**src/rtl/clock_pkg.sv**
```systemverilog
// Shared encodings, field limits and widths for the clock/set controller.
// States 4 and 5 are only reachable when the design is built with ALARM_EN.
package clock_pkg;

    localparam int SEC_MAX = 59;
    localparam int MIN_MAX = 59;
    localparam int HOUR_W  = 5;
    localparam int MIN_W   = 6;
    localparam int SEC_W   = 6;
    localparam int STATE_W = 3;

    typedef enum logic [STATE_W-1:0] {
        ST_RUN         = 3'd0,
        ST_SET_HOUR    = 3'd1,
        ST_SET_MIN     = 3'd2,
        ST_SET_SEC     = 3'd3,
        ST_SET_AL_HOUR = 3'd4,
        ST_SET_AL_MIN  = 3'd5
    } state_t;

    // Value a field takes after one increment, wrapping at max.
    function automatic logic [5:0] next_val(input logic [5:0] v, input logic [5:0] max);
        return (v == max) ? 6'd0 : v + 6'd1;
    endfunction

endpackage

```
**src/rtl/clock_set_ctrl_if.sv**
```systemverilog
// Button/tick inputs and display outputs of the clock controller.
// master drives the events (button logic / bench), slave is the controller.
interface clock_set_ctrl_if;
    import clock_pkg::*;

    logic                tick_1hz;
    logic                mode_p;
    logic                inc_p;
    logic                en;
    logic [HOUR_W-1:0]   hour;
    logic [MIN_W-1:0]    min;
    logic [SEC_W-1:0]    sec;
    logic [STATE_W-1:0]  mode;
    logic                blank;
    logic                chime_p;
    logic                alarm_on;

    modport master (
        output tick_1hz, mode_p, inc_p, en,
        input  hour, min, sec, mode, blank, chime_p, alarm_on
    );

    modport slave (
        input  tick_1hz, mode_p, inc_p, en,
        output hour, min, sec, mode, blank, chime_p, alarm_on
    );

endinterface

```
**src/rtl/mod_counter.sv**
```systemverilog
// Modulo-(MAX+1) up counter with synchronous load; wrap flags the MAX->0 step.
module mod_counter #(
    parameter int MAX = 59,
    parameter int W   = 6
) (
    input  logic         clk,
    input  logic         rst,
    input  logic         inc,
    input  logic         load,
    input  logic [W-1:0] load_val,
    output logic [W-1:0] count,
    output logic         wrap
);

    logic [W-1:0] count_reg;

    always_ff @(posedge clk) begin
        if (rst) begin
            count_reg <= '0;
        end else if (load) begin
            count_reg <= load_val;
        end else if (inc) begin
            count_reg <= (count_reg == W'(MAX)) ? '0 : count_reg + 1'b1;
        end
    end

    assign count = count_reg;
    assign wrap  = inc && (count_reg == W'(MAX));

endmodule

```
**src/rtl/clock_set_ctrl.sv**
```systemverilog
// Time-of-day clock with button set mode, blink phase and hourly chime.
// Define ALARM_EN to add the alarm time fields, their set states and alarm_on.
module clock_set_ctrl
    import clock_pkg::*;
#(
    parameter int HOUR_MAX   = 23,
    parameter int ALARM_SECS = 30
) (
    input  logic              clk,
    input  logic              rst,
    clock_set_ctrl_if.slave   bus
);

    state_t             state_reg, state_next;
    logic               phase_reg, phase_next;
    logic               chime_reg, chime_next;
    logic [HOUR_W-1:0]  hour_q;
    logic [MIN_W-1:0]   min_q;
    logic [SEC_W-1:0]   sec_q;
    logic               sec_inc, min_inc, hour_inc;
    logic               sec_wrap, min_wrap, hour_wrap;
    logic               run_tick, set_inc, alarm_on;
    logic               unused_wraps;

    // Carry chain kept as separate assigns so no block feeds itself.
    assign run_tick = (state_reg == ST_RUN) && bus.en && bus.tick_1hz;
    assign set_inc  = bus.inc_p && !bus.mode_p;
    assign sec_inc  = run_tick || ((state_reg == ST_SET_SEC) && set_inc);
    assign min_inc  = (run_tick && sec_wrap) || ((state_reg == ST_SET_MIN) && set_inc);
    assign hour_inc = (run_tick && min_wrap) || ((state_reg == ST_SET_HOUR) && set_inc);

    mod_counter #(.MAX(SEC_MAX), .W(SEC_W)) u_sec (
        .clk(clk), .rst(rst), .inc(sec_inc), .load(1'b0), .load_val('0),
        .count(sec_q), .wrap(sec_wrap)
    );
    mod_counter #(.MAX(MIN_MAX), .W(MIN_W)) u_min (
        .clk(clk), .rst(rst), .inc(min_inc), .load(1'b0), .load_val('0),
        .count(min_q), .wrap(min_wrap)
    );
    mod_counter #(.MAX(HOUR_MAX), .W(HOUR_W)) u_hour (
        .clk(clk), .rst(rst), .inc(hour_inc), .load(1'b0), .load_val('0),
        .count(hour_q), .wrap(hour_wrap)
    );

`ifdef ALARM_EN
    localparam int ACW = $clog2(ALARM_SECS + 1);

    logic [HOUR_W-1:0]  al_hour_q;
    logic [MIN_W-1:0]   al_min_q;
    logic               al_hour_wrap, al_min_wrap;
    logic               alarm_on_reg, alarm_hit;
    logic [ACW-1:0]     alarm_cnt_reg;
    logic [5:0]         nxt_min, nxt_hour;

    mod_counter #(.MAX(HOUR_MAX), .W(HOUR_W)) u_al_hour (
        .clk(clk), .rst(rst), .inc((state_reg == ST_SET_AL_HOUR) && set_inc),
        .load(1'b0), .load_val('0), .count(al_hour_q), .wrap(al_hour_wrap)
    );
    mod_counter #(.MAX(MIN_MAX), .W(MIN_W)) u_al_min (
        .clk(clk), .rst(rst), .inc((state_reg == ST_SET_AL_MIN) && set_inc),
        .load(1'b0), .load_val('0), .count(al_min_q), .wrap(al_min_wrap)
    );

    // The alarm fires on the tick whose result is al_hour:al_min:00.
    assign nxt_min   = next_val(6'(min_q), 6'(MIN_MAX));
    assign nxt_hour  = min_wrap ? next_val(6'(hour_q), 6'(HOUR_MAX)) : 6'(hour_q);
    assign alarm_hit = run_tick && sec_wrap && (nxt_min == 6'(al_min_q))
                       && (nxt_hour == 6'(al_hour_q));

    always_ff @(posedge clk) begin
        if (rst) begin
            alarm_on_reg  <= 1'b0;
            alarm_cnt_reg <= '0;
        end else if (alarm_on_reg && (bus.mode_p || bus.inc_p)) begin
            alarm_on_reg  <= 1'b0;
            alarm_cnt_reg <= '0;
        end else if (alarm_hit) begin
            alarm_on_reg  <= 1'b1;
            alarm_cnt_reg <= ACW'(ALARM_SECS);
        end else if (alarm_on_reg && bus.tick_1hz) begin
            if (alarm_cnt_reg == ACW'(1)) begin
                alarm_on_reg  <= 1'b0;
                alarm_cnt_reg <= '0;
            end else begin
                alarm_cnt_reg <= alarm_cnt_reg - 1'b1;
            end
        end
    end

    assign alarm_on     = alarm_on_reg;
    assign unused_wraps = ^{hour_wrap, al_hour_wrap, al_min_wrap};
`else
    // Alarm duration has no meaning without the alarm feature.
    localparam int unused_alarm_secs = ALARM_SECS;

    assign alarm_on     = 1'b0;
    assign unused_wraps = hour_wrap;
`endif

    always_ff @(posedge clk) begin
        if (rst) begin
            state_reg <= ST_RUN;
            phase_reg <= 1'b0;
            chime_reg <= 1'b0;
        end else begin
            state_reg <= state_next;
            phase_reg <= phase_next;
            chime_reg <= chime_next;
        end
    end

    // A press that silences an active alarm does not change mode.
    always_comb begin
        state_next = state_reg;
        if (bus.mode_p && !alarm_on) begin
            unique case (state_reg)
                ST_RUN:         state_next = ST_SET_HOUR;
                ST_SET_HOUR:    state_next = ST_SET_MIN;
                ST_SET_MIN:     state_next = ST_SET_SEC;
`ifdef ALARM_EN
                ST_SET_SEC:     state_next = ST_SET_AL_HOUR;
                ST_SET_AL_HOUR: state_next = ST_SET_AL_MIN;
`else
                ST_SET_SEC:     state_next = ST_RUN;
`endif
                default:        state_next = ST_RUN;
            endcase
        end
    end

    always_comb begin
        chime_next = run_tick && min_wrap;
        phase_next = phase_reg;
        if (state_next != state_reg) begin
            phase_next = 1'b0;
        end else if ((state_reg != ST_RUN) && bus.tick_1hz) begin
            phase_next = !phase_reg;
        end
    end

    assign bus.hour     = hour_q;
    assign bus.min      = min_q;
    assign bus.sec      = sec_q;
    assign bus.mode     = state_reg;
    assign bus.blank    = (state_reg != ST_RUN) && phase_reg;
    assign bus.chime_p  = chime_reg;
    assign bus.alarm_on = alarm_on;

endmodule

```
**src/flat_wrapper.sv**
```systemverilog
// flat-port wrapper written by rule: the top's interface ports become plain ports
module clock_set_ctrl_flat import clock_pkg::*;
#(
    parameter int HOUR_MAX   = 23,
    parameter int ALARM_SECS = 30
)
  (clk, rst, bus_tick_1hz, bus_mode_p, bus_inc_p, bus_en, bus_hour, bus_min, bus_sec, bus_mode, bus_blank, bus_chime_p, bus_alarm_on);
  clock_set_ctrl_if bus_i ();
  input  logic clk;
  input  logic rst;
  input wire logic [$bits(bus_i.tick_1hz)-1:0] bus_tick_1hz;
  input wire logic [$bits(bus_i.mode_p)-1:0] bus_mode_p;
  input wire logic [$bits(bus_i.inc_p)-1:0] bus_inc_p;
  input wire logic [$bits(bus_i.en)-1:0] bus_en;
  output wire logic [$bits(bus_i.hour)-1:0] bus_hour;
  output wire logic [$bits(bus_i.min)-1:0] bus_min;
  output wire logic [$bits(bus_i.sec)-1:0] bus_sec;
  output wire logic [$bits(bus_i.mode)-1:0] bus_mode;
  output wire logic [$bits(bus_i.blank)-1:0] bus_blank;
  output wire logic [$bits(bus_i.chime_p)-1:0] bus_chime_p;
  output wire logic [$bits(bus_i.alarm_on)-1:0] bus_alarm_on;
  assign bus_i.tick_1hz = bus_tick_1hz;
  assign bus_i.mode_p = bus_mode_p;
  assign bus_i.inc_p = bus_inc_p;
  assign bus_i.en = bus_en;
  assign bus_hour = bus_i.hour;
  assign bus_min = bus_i.min;
  assign bus_sec = bus_i.sec;
  assign bus_mode = bus_i.mode;
  assign bus_blank = bus_i.blank;
  assign bus_chime_p = bus_i.chime_p;
  assign bus_alarm_on = bus_i.alarm_on;
  clock_set_ctrl #(.HOUR_MAX(HOUR_MAX), .ALARM_SECS(ALARM_SECS)) u_core (.clk(clk), .rst(rst), .bus(bus_i));
endmodule
```
**config.mk**
```make
export PLATFORM = sky130hd
export DESIGN_NAME = clock_set_ctrl_flat
export DESIGN_NICKNAME = d
export VERILOG_FILES = /design/src/rtl/clock_pkg.sv /design/src/rtl/clock_set_ctrl_if.sv /design/src/rtl/mod_counter.sv /design/src/rtl/clock_set_ctrl.sv /design/src/flat_wrapper.sv
export SDC_FILE = /design/constraint.sdc
export NUM_CORES = 1
export LEC_CHECK = 0
export BUFFER_PORTS_ARGS = -buffer_cell sky130_fd_sc_hd__buf_2
export CELL_PAD_IN_SITES_DETAIL_PLACEMENT = 0
export CELL_PAD_IN_SITES_GLOBAL_PLACEMENT = 1
export CORE_AREA = 2 2 57 59
export DETAILED_ROUTE_END_ITERATION = 6
export DIE_AREA = 0 0 59 61
export PLACE_DENSITY_LB_ADDON = 0.08
export REMOVE_ABC_BUFFERS = 1
export SETUP_SLACK_MARGIN = 0.1
export SLEW_MARGIN = 20
export SYNTH_ARGS = -nofsm -noshare
export SYNTH_HDL_FRONTEND = slang
export SYNTH_SLANG_ARGS = --single-unit
```
**constraint.sdc**
```tcl
create_clock -name clk -period 3.1 [get_ports clk]
set_clock_uncertainty 0.05 [all_clocks]
set_input_delay 0.155 -clock clk [delete_from_list [all_inputs] [get_ports clk]]
set_output_delay 0.155 -clock clk [all_outputs]
set_load 0.02 [all_outputs]
```
# --- Word-level counts from Yosys, hierarchy flattened ---
# Index checks and enable logic that the tools add are counted.
totals:
  regBits: 22
  out_inout_bits: 23
  word_cells: 41
op_classes:
  add_sub_neg: 3
  eq_ne: 7
  mux: 5
  reduce_logical: 20
ops:
  columns: ["op", "n"]
  rows:
  - ["$add A6 B1 Y6 const B", 2]
  - ["$eq A6 B6 Y1 const B", 2]
  - ["$logic_and A1 B1 Y1", 12]
  - ["$mux W6", 2]
  - ["$eq A3 B2 Y1 const B", 2]
  - ["$pmux W2 S3", 1]
  - ["$add A5 B1 Y5 const B", 1]
  - ["$eq A5 B5 Y1 const B", 1]
  - ["$mux W5", 1]
  - ["$eq A3 B1 Y1 const B", 1]
  - ["$logic_not A3 Y1", 1]
  - ["$logic_or A1 B1 Y1", 3]
  - ["$mux W3", 1]
  - ["$ne A3 B3 Y1", 1]
  - ["$reduce_bool A3 Y1", 1]
  - ["$logic_not A1 Y1", 2]
  - ["$reduce_or A2 Y1", 1]

# --- Longest topological paths before layout ---
depth:
  depth_word: 10
  mapped_depth: 7
  depth_no_buf: 6

# --- Cells and area by module ---
# A second synthesis with hierarchy kept.
hier_totals:
  cells_unflattened: 156
  area_unflattened_um2: 1317.5
by_module_without_submodules:
  columns: ["module", "instances", "cells_each", "area_per_inst_um2", "seq_area_each_um2"]
  rows:
  - ["mod_counter (u_core.u_min ...)", 2, 46, 385.4, 120.1]
  - ["mod_counter (u_core.u_hour)", 1, 34, 279.0, 100.1]
  - ["clock_set_ctrl", 1, 30, 267.8, 100.1]

# --- Worst setup path before layout ---
# OpenSTA, ideal clock, no wires.
synth_path:
  path_kind: "register -> register"
  start: "reg u_core.u_sec.count_reg[0] (netlist: u_core.u_sec.count[0])"
  end: "reg u_core.u_min.count_reg[2] (netlist: u_core.u_min.count[2])"
  setup_ns: 0.070
  arrival_ns: 1.687
  required_ns: 2.980
  path_slack_ns: 1.292
  stages_incl_launch_ff: 8
  n_path_buf: 1
  path_cell_list: "dfxtp_1 -> ha_1 -> nand2_1 -> nor3_4 -> a21oi_2 -> buf_6 -> or4_1 -> a21oi_1"
synth_between:
  elab_chain_cells: 4
synth_lines:
  columns: ["element", "line", "text"]
  rows:
  - ["start, declared", "mod_counter.sv:15", "logic [W-1:0] count_reg;"]
  - ["start signal, assigned", "mod_counter.sv:21", "count_reg <= load_val;"]
  - ["start signal, assigned", "mod_counter.sv:23", "count_reg <= (count_reg == W'(MAX)) ? '0 : count_reg + 1'b1;"]
  - ["$eq A6 B6 Y1", "mod_counter.sv:28", "assign wrap = inc && (count_reg == W'(MAX));"]
  - ["$logic_and A1 B1 Y1", "mod_counter.sv:28", null]
  - ["$logic_and A1 B1 Y1", "clock_set_ctrl.sv:29", "assign min_inc = (run_tick && sec_wrap) || ((state_reg == ST_SET_MIN) && set_inc);"]
  - ["$logic_or A1 B1 Y1", "clock_set_ctrl.sv:29", null]
  - ["end signal, assigned", "mod_counter.sv:21", null]
  - ["end signal, assigned", "mod_counter.sv:23", null]
  - ["end, declared", "mod_counter.sv:15", null]
# Every way passes these cells.
# A chain may end at the register's enable or synchronous reset.

# --- Worst setup path after layout ---
layout_path:
  start: "reg u_core.u_sec.count_reg[0] (netlist: u_core.u_sec.count[0])"
  end: "reg u_core.u_min.count_reg[4] (netlist: u_core.u_min.count[4])"
# Same word-level chain as after synthesis.

==> flow_summary.json <==
{
  "layout_worst_path_cycle_share_pct": 60.2,
  "drive_gt1_share_pct": 23.8,
  "fp-row-count": 20,
  "postCtsHoldBufs": 0,
  "via_count_of_the_first_global_routing_pass": 966,
  "synth_warnings": 0,
  "layout.filler_cells": 309,
  "hold-worst-slack_ps": 44.2,
  "vias_per_cell": 5.34,
  "floorplan.core_area_mm2": 0.00295,
  "cts_buffers": 3,
  "max_cap_viol_count": 0,
  "worstPathCellList": "ha_1 > nand2_1 > nor3_4 > a21oi_2 > or4_1 > a21oi_1",
  "antennaDiodeCount": 0,
  "critical_path.top_delay_family": "simple AND/OR/NAND/NOR gates",
  "clkTransAtPathRegs_ps": 130,
  "initial_utilization_pct": 39.4,
  "synth_flop_cell": "sky130_fd_sc_hd__dfxtp_1",
  "grt_setup_unrepaired": "false",
  "wl_per_cell_um": 13.1,
  "clock_path_buffers": 2,
  "drv_slew": 0,
  "cellLeakagePower_nw": 0.558,
  "netlist_area_mm2": 0.00116,
  "setup.worst_path.class": "flip-flop to flip-flop",
  "timing.max_slew.rel_slack_pct": 61.9,
  "yosys.cell_count.top_type": "sky130_fd_sc_hd__dfxtp_1",
  "dieArea_mm2": 0.00360,
  "startpoint_type": "flip-flop",
  "htree_num_levels": 1,
  "endpoint_kind": "flip-flop",
  "cts_tree": "done",
  "hold_class": "primary input to flip-flop",
  "antenna_found_initial": 0,
  "path_max_fanout": 12,
  "clock_tree.root_cell": "sky130_fd_sc_hd__clkbuf_4",
  "post_synth_main_area_contributors": "sky130_fd_sc_hd__dfxtp_1 38%, sky130_fd_sc_hd__nand2_1 5.8%, sky130_fd_sc_hd__nor2_1 3.9%",
  "grt_first_pass_wirelength_um": 4260,
  "synth_largest_type_area_fraction_pct": 37.9,
  "period_minus_slack_ps": 1870,
  "post_layout_nonfiller_instances": 193,
  "cts_resized": 0,
  "clock_insertion_delay_worst_skew_ps": 310,
  "count_of_port_buffers_added_during_placement": 27,
  "gp_weighted_congestion": 0.772,
  "finalSetupViolCount": 0,
  "max_slew.worst_pin.slew_ps": 567,
  "drt-initial-drc-count": 31,
  "globalRoute.totalOverflow": 0,
  "hold_violations": 0,
  "synthesis.instances": 134,
  "post_cts.repair.setup_buffers": 0,
  "post-dp-hpwl_um": 1850,
  "global_route.usage.total_pct": 15.6,
  "syn-mean-instance-area_um2": 8.67,
  "ant_nets": 0,
  "timing.fmax_mhz": 535,
  "critPathSlowestCell": "sky130_fd_sc_hd__or4_1",
  "place_inst": 189,
  "vias": 1030,
  "synthDistinctLibCells": 38,
  "wirelength_um": 2530,
  "ys_seq_elements": 22,
  "async_flop_share_pct": 0,
  "detail_route.first_pass.iterations": 3,
  "outcome": "finished, final reports clean",
  "hold_path_origin": "bus_mode_p",
  "post-route-drc-count": 0,
  "synth_enable_flop_cells": 0,
  "synth.cells.most_frequent": "22 x sky130_fd_sc_hd__dfxtp_1, 18 x sky130_fd_sc_hd__nand2_1, 12 x sky130_fd_sc_hd__nor2_1",
  "die_width_um": 59,
  "crit_buf_inv": 0,
  "fp.dieH_um": 61,
  "critical_path.startpoint": "u_core.u_sec.count[0]",
  "finalPower_mw": 0.570,
  "critical-path-max-stage-delay_ps": 490,
  "design.final.nets": 170,
  "worst_r2r_startpoint": "u_core.u_sec.count[0]",
  "pin_count": 29,
  "cts_num_sinks": 22,
  "max-vdd-ir-drop_mv": 0.229,
  "grt_start_max_net_pins": 22,
  "setup-tns-final_ps": 0,
  "crit_arrival_ps": 2070,
  "power_density_mw_per_mm2": 419,
  "syn_to_final_growth_pct": 17.1,
  "yosysTopAreaCell": "sky130_fd_sc_hd__dfxtp_1",
  "worst-endpoint-required_ps": 3310,
  "synth_sequential_area_ratio_pct": 37.9
}
stage by stage:
stage	setup slack (ps)	utilization [%]	cell area [µm²]
floorplan	1270	-	1130
global route	1060	46.1	1360
CTS	1210	46.1	1360
finish	1230	46.1	1360
global placement	1310	44.3	1310
detailed placement	1260	44.3	1310
layer usage:
metal | vias up | GRT usage, % | wire length [µm]
met3 | 4 | 2.99 | 102
li1 | 529 | - | -
met1 | 478 | 20.9 | 1250
met2 | 19 | 24.6 | 1150
met4 | 0 | 6.82 | 27
met5 | - | 0 | 0
logic make-up after synthesis:
family | share of synthesized area (%)
simple gates | 34.4
compound gates | 14.0
flops | 37.9
buf+inv | 3.87
xor+xnor | 4.52
fa+ha+maj | 3.23
mux | 1.72
other cells | 0.323
path summary, 6_finish.rpt:
check	end	slack [ps]	cells after the start
worst max-delay path	u_core.u_min.count[4]	1230	6
worst min-delay path	u_core.phase_reg	40	2
worst max register to register	u_core.u_min.count[4]	1230	6
worst min register to register	u_core.u_sec.count[1]	450	2
cell usage in the layout, fill, tap and decap left out, drive strengths merged, types with 6 or more instances in the layout:
master	count
a21oi	9
nor2	12
o21ai	6
nand3	7
buf	27
nor3	8
dfxtp	22
nand2	18
area by class of cell:
cell class	instances	area, µm²	share of cell area [%]
inverters	4	15.0	1.10
repair buffers	27	135	9.93
clock buffers	3	22.5	1.65
flip-flops and latches	22	440	32.4
well taps	33	41.3	3.03
multi-input cells	103	677	49.7
clock inverters	1	30.0	2.21
worst register-to-register path, cell delays in order (launching register included):
cell and delay (ps):
sky130_fd_sc_hd__dfxtp_1 420, sky130_fd_sc_hd__ha_1 220, sky130_fd_sc_hd__nand2_1 90, sky130_fd_sc_hd__nor3_4 200
sky130_fd_sc_hd__a21oi_2 180, sky130_fd_sc_hd__or4_1 490, sky130_fd_sc_hd__a21oi_1 140
power by group:
| part | switching (mW) | internal (mW) | total (mW) | leakage (nW) |
|---|---|---|---|---|
| logic | 0.0304 | 0.0198 | 0.0501 | 0.352 |
| clock network | 0.0947 | 0.131 | 0.225 | 0.0279 |
| registers | 0.00698 | 0.287 | 0.294 | 0.178 |
(Power assumes the default switching activity.)
